$ cat src/rtl/alu_pkg.sv
// Shared definitions for the ALU request path: opcode constants, legality check
// and the issue-sequencer state encoding.
package alu_pkg;

    localparam logic [2:0] OP_AND = 3'b000;
    localparam logic [2:0] OP_OR  = 3'b001;
    localparam logic [2:0] OP_ADD = 3'b010;
    localparam logic [2:0] OP_SUB = 3'b110;
    localparam logic [2:0] OP_SLT = 3'b111;

    typedef enum logic [1:0] {
        IDLE = 2'd0,
        EXEC = 2'd1,
        DONE = 2'd2
    } state_t;

    function automatic logic is_legal_op(input logic [2:0] op);
        case (op)
            OP_AND, OP_OR, OP_ADD, OP_SUB, OP_SLT: is_legal_op = 1'b1;
            default:                               is_legal_op = 1'b0;
        endcase
    endfunction

endpackage

$ cat src/rtl/alu_req_fifo.sv
// Synchronous FIFO of packed {opcode, a, b} requests; head entry is visible
// combinationally on pop_data.
module alu_req_fifo #(
    parameter int unsigned WIDTH = 16,
    parameter int unsigned DEPTH = 4
) (
    input  logic                 clk,
    input  logic                 rst_n,
    input  logic                 push,
    input  logic [3+2*WIDTH-1:0] push_data,
    input  logic                 pop,
    output logic [3+2*WIDTH-1:0] pop_data,
    output logic                 full,
    output logic                 empty
);

    localparam int unsigned AW = $clog2(DEPTH);
    localparam int unsigned CW = AW + 1;
    localparam int unsigned EW = 3 + 2*WIDTH;

    logic [EW-1:0] mem [DEPTH];
    logic [AW-1:0] wr_ptr;
    logic [AW-1:0] rd_ptr;
    logic [CW-1:0] count;
    logic          do_push;
    logic          do_pop;

    assign full     = (count == CW'(DEPTH));
    assign empty    = (count == '0);
    assign do_push  = push & ~full;
    assign do_pop   = pop & ~empty;
    assign pop_data = mem[rd_ptr];

    // Storage needs no reset; only pointers and occupancy define validity.
    always_ff @(posedge clk) begin
        if (do_push) mem[wr_ptr] <= push_data;
    end

    always_ff @(posedge clk or negedge rst_n) begin
        if (!rst_n) begin
            wr_ptr <= '0;
            rd_ptr <= '0;
            count  <= '0;
        end else begin
            if (do_push) wr_ptr <= wr_ptr + 1'b1;
            if (do_pop)  rd_ptr <= rd_ptr + 1'b1;
            case ({do_push, do_pop})
                2'b10:   count <= count + 1'b1;
                2'b01:   count <= count - 1'b1;
                default: count <= count;
            endcase
        end
    end

endmodule

$ cat src/rtl/alu_issue_queue.sv
// Queues ALU requests, issues them one at a time on registered alu_* lines and
// holds each captured result on a valid/ready output port.
module alu_issue_queue
    import alu_pkg::*;
#(
    parameter int unsigned WIDTH = 16,
    parameter int unsigned DEPTH = 4
) (
    input  logic             clk,
    input  logic             rst_n,
    input  logic             in_valid,
    output logic             in_ready,
    input  logic [2:0]       in_opcode,
    input  logic [WIDTH-1:0] in_a,
    input  logic [WIDTH-1:0] in_b,
    output logic [WIDTH-1:0] alu_a,
    output logic [WIDTH-1:0] alu_b,
    output logic [2:0]       alu_opcode,
    input  logic [WIDTH-1:0] alu_f,
    output logic             out_valid,
    input  logic             out_ready,
    output logic [WIDTH-1:0] out_result,
    output logic             out_zero,
    output logic             out_err,
    output logic [2:0]       out_opcode
);

    localparam int unsigned EW = 3 + 2*WIDTH;

    state_t           state;
    logic             push;
    logic             pop;
    logic             full;
    logic             empty;
    logic [EW-1:0]    head;
    logic [2:0]       head_op;
    logic [WIDTH-1:0] head_a;
    logic [WIDTH-1:0] head_b;
    logic [WIDTH-1:0] result_next;

    assign in_ready = ~full;
    assign push     = in_valid & in_ready;
    assign pop      = ~empty & ((state == IDLE) | ((state == DONE) & out_ready));
    assign {head_op, head_a, head_b} = head;

    // Illegal opcodes never forward whatever the ALU drives for them.
    assign result_next = is_legal_op(alu_opcode) ? alu_f : '0;

    alu_req_fifo #(
        .WIDTH(WIDTH),
        .DEPTH(DEPTH)
    ) u_fifo (
        .clk      (clk),
        .rst_n    (rst_n),
        .push     (push),
        .push_data({in_opcode, in_a, in_b}),
        .pop      (pop),
        .pop_data (head),
        .full     (full),
        .empty    (empty)
    );

    always_ff @(posedge clk or negedge rst_n) begin
        if (!rst_n) begin
            state      <= IDLE;
            alu_a      <= '0;
            alu_b      <= '0;
            alu_opcode <= '0;
            out_valid  <= 1'b0;
            out_result <= '0;
            out_zero   <= 1'b0;
            out_err    <= 1'b0;
            out_opcode <= '0;
        end else begin
            case (state)
                IDLE: begin
                    if (pop) begin
                        alu_a      <= head_a;
                        alu_b      <= head_b;
                        alu_opcode <= head_op;
                        state      <= EXEC;
                    end
                end
                EXEC: begin
                    out_result <= result_next;
                    out_zero   <= (result_next == '0);
                    out_err    <= ~is_legal_op(alu_opcode);
                    out_opcode <= alu_opcode;
                    out_valid  <= 1'b1;
                    state      <= DONE;
                end
                DONE: begin
                    if (out_ready) begin
                        out_valid <= 1'b0;
                        if (pop) begin
                            alu_a      <= head_a;
                            alu_b      <= head_b;
                            alu_opcode <= head_op;
                            state      <= EXEC;
                        end else begin
                            state <= IDLE;
                        end
                    end
                end
                default: state <= IDLE;
            endcase
        end
    end

endmodule
$ cat config.mk
export PLATFORM = sky130hd
export DESIGN_NAME = alu_issue_queue
export DESIGN_NICKNAME = d
export VERILOG_FILES = /design/src/rtl/alu_pkg.sv /design/src/rtl/alu_req_fifo.sv /design/src/rtl/alu_issue_queue.sv
export SDC_FILE = /design/constraint.sdc
export NUM_CORES = 1
export LEC_CHECK = 0
export CELL_PAD_IN_SITES_DETAIL_PLACEMENT = 1
export CELL_PAD_IN_SITES_GLOBAL_PLACEMENT = 2
export CORE_MARGIN = 4
export CORE_UTILIZATION = 37
export DETAILED_ROUTE_END_ITERATION = 10
export HOLD_SLACK_MARGIN = 0.1
export PLACE_DENSITY = 0.76
export RECOVER_POWER = 100
export SLEW_MARGIN = 15
export SYNTH_ARGS = -nofsm -noshare
export SYNTH_HDL_FRONTEND = slang
export SYNTH_SLANG_ARGS = --single-unit
$ cat constraint.sdc
create_clock -name clk -period 2.1 [get_ports clk]
set_clock_uncertainty 0.1 [all_clocks]
set_input_delay 0.525 -clock clk [delete_from_list [all_inputs] [get_ports clk]]
set_output_delay 0.525 -clock clk [all_outputs]
set_load 0.01 [all_outputs]
==> impl_metrics.tcl <==
set metrics [dict create \
    synth_area_per_cell_um2 21.57 \
    core_area_mm2 0.02036 \
    relSlewSlack_pct 52.95 \
    pre_cts_slack_ps -378.2 \
    hold_path_end "out_opcode[2]$_DFFE_PN0P_" \
    cts_sinks 206 \
    track_usage_pct 14.14 \
    layout.nets 572 \
    cts-htree-levels 1 \
    r2r_cells 6 \
    syn_to_final_growth_pct 31.32 \
    fin_crit_ps 2074 \
    startpoint_type "flop" \
    post-route-drc-count 0 \
    boundaryPins 113 \
    synth_top_area_cell "edfxtp_1" \
    reg2reg_to "u_fifo.count[1]$_DFFE_PN0P_" \
    clk_pin_slew_ps 60 \
    first_iter_violations 213 \
    status "finished, final reports clean" \
    hp-class "flop to flop" \
    die_area_mm2 0.02325 \
    synth_edf_count 140 \
    r2r_slack_ps 30 \
    power_density_mw_per_mm2 1505 \
    ys_types 31 \
    grt_overflow 0 \
    via_per_inst 4.935 \
    netlist_area_mm2 0.007722 \
    numCtsBuffers 22 \
    via_count 3938 \
    gp_congestion 0.7033 \
    start_util_pct 37.92 \
    rsz0062_at_grt "yes" \
    vdd_drop_max_mv 0.9100 \
    wl_met3_um 836 \
    maxCapViolations 0 \
    ys_ff_latch 206 \
    hpwl_um 10550 \
    ys.flop_type "edfxtp_1" \
    hp-start "out_opcode[2]$_DFFE_PN0P_" \
    wl_met1_um 7024 \
    die_h_um 152.5 \
    final-setup-viol-count 0 \
    critPathArrivalTime_ps 2350 \
    num_rows 52 \
    avgRoutedWirePerCell_um 20.54 \
    ant_nets 0 \
    slowest_delay_ps 430 \
    highest_layer "met5" \
    port-buffer-count 112 \
    cts_tree "done" \
    finalWirelength_um 16390 \
    root_buffer "clkbuf_16" \
    synth_nets 419 \
    async_flop_share_pct 32.04 \
    rr_startpoint "u_fifo.count[1]$_DFFE_PN0P_" \
    whs_path_depth 1 \
    synth_top_area_share_pct 54.44 \
    maxSlewViolCount 0 \
    critPathSlowestCell "or3b_4" \
    drive_above_1_share_pct 28.65 \
    ys_seq_area_share_pct 75.83 \
    hold_violations 0 \
    grt_pass1_vias 4525 \
    crit_chain "or3b_4 > and2_4 > inv_4 > ha_4 > fa_2 > mux2_4" \
    fin_ws_ps 26.32 \
    worst_pin_slew_ps 705.8 \
    fin_area_mm2 0.01014 \
    ys_warn_count 0 \
    syn_inst 358 \
    endpoint_kind "flop" \
    placed_cells 752 \
    cts_buffer_depth 3 \
    clock_latency_ps 490 \
    antenna_found_initial 2 \
    die_x_um 152.5 \
    synth.area.top_cells "edfxtp_1 (54%), dfrtp_1 (21%), mux4_2 (9.3%)" \
    dr.pass1.iters 4 \
    grt_pass1_wl_um 26230 \
    place_area_mm2 0.009439 \
    setup_tns_ps 0 \
    grt_max_degree 37 \
    cp_max_fo 3 \
    fin_crit_sh_pct 98.75 \
    stdcell_count 798 \
    worst-setup-path-type "flop to flop" \
    cp.required_ps 2370 \
    power_leakage_uw 0.003715 \
    wl_met2_um 8221 \
    max_freq_mhz 482.2 \
]
-- registers in the layout, indices dropped and copies added (netlist names) --
| signal | count |
|---|---|
| out_err | 1 |
| out_valid | 1 |
| out_opcode | 3 |
| u_fifo.mem | 140 |
| out_result | 16 |
| u_fifo.count | 3 |
| alu_opcode | 3 |
| state | 2 |
| out_zero | 1 |
| alu_b | 16 |
| u_fifo.rd_ptr | 2 |
| u_fifo.wr_ptr | 2 |
| alu_a | 16 |
-- routing by layer --
| layer | vias to the layer above | global-route usage (%) |
|---|---|---|
| li1 | 1745 | - |
| met1 | 2062 | 18.13 |
| met2 | 106 | 24.77 |
| met3 | 23 | 3.408 |
| met4 | 2 | 2.885 |
| met5 | - | 0 |
-- worst max path at each step --
stage / startpoint / endpoint / slack, ps / cells past startpoint
6_report: u_fifo.count[1]$_DFFE_PN0P_ / u_fifo.count[1]$_DFFE_PN0P_ / 30 / 6
2_1_floorplan: out_ready / u_fifo.count[1]$_DFFE_PN0P_ / -60 / 6
3_5_place_dp: out_ready / u_fifo.count[1]$_DFFE_PN0P_ / -380 / 6
4_1_cts: u_fifo.count[0]$_DFFE_PN0P_ / in_ready / -2 / 2
5_1_grt: u_fifo.count[1]$_DFFE_PN0P_ / u_fifo.count[1]$_DFFE_PN0P_ / -40 / 6
3_3_place_gp: out_ready / u_fifo.count[2]$_DFFE_PN0P_ / -350 / 8
-- stage by stage --
stage	utilization, %	total power, µW	hold slack [ps]
floorplan	-	9392	129.4
global placement	46.35	11670	366.3
detailed placement	46.35	11920	373.5
CTS	49.69	15540	394.7
global route	49.80	16130	424.1
finish	49.80	15260	402.7
-- worst max-delay path, delay by kind of cell, from the launching register on --
family / cells / cell delay, ps
flops: 1 / 380
mux: 1 / 270
buf+inv: 1 / 50
fa+ha+maj: 2 / 560
simple gates: 2 / 590
-- cell families after synthesis --
family	synth area share, %
flip-flops	75.83
multiplexers	16.19
AND/OR/NAND/NOR	2.301
AO/OA/AOI/OAI	2.139
buffers and inverters	1.798
XOR/XNOR	0.6806
adder cells (fa/ha/maj)	1.069
-- report_power, final --
part / switching [µW] / internal [µW]
Sequential: 526 / 5620
Clock: 1490 / 2080
Combinational: 2390 / 3160
Total: 4400 / 10900
-- synth_stat cells, types with 4 or more instances --
cell      number
buf_6          8
a22o_1        16
mux4_2        32
dfrtp_1       66
edfxtp_1     140
clkbuf_1       4
inv_1          5
nor4_1         4
mux2_2        39
ha_1           5
a21oi_1        4
and3_1         4
-- layout by cell type (no fill, tap or decap), types with 7 or more instances in the layout --
master,instances
buf_12,10
a22o_1,16
clkinv_2,7
clkbuf_1,7
dfrtp_1,64
clkdlybuf4s50_1,65
mux2_2,38
edfxtp_1,140
clkbuf_16,23
mux4_2,32
buf_4,19
dlygate4sd3_1,36
-- layout make-up --
class,instances,area (µm²)
antenna,1,2.502
clock buffer,32,629.4
clock inverter,8,38.79
fill,1864,10220
inverter,5,21.27
multi-input combinational,132,1768
sequential,206,5858
tap,270,337.8
timing repair buffer,144,1485
-- timing repair --
action / in CTS / in global routing
hold buffers: 1 / 0
setup buffers: 1 / 3
endpoints found under the hold margin: 23 / 0
gates cloned: 0 / 0
resized for setup: 12 / 6
setup endpoints to repair: 8 / 7
pin swaps: 1 / 6
Note: power is estimated with default switching activity, not from simulation.
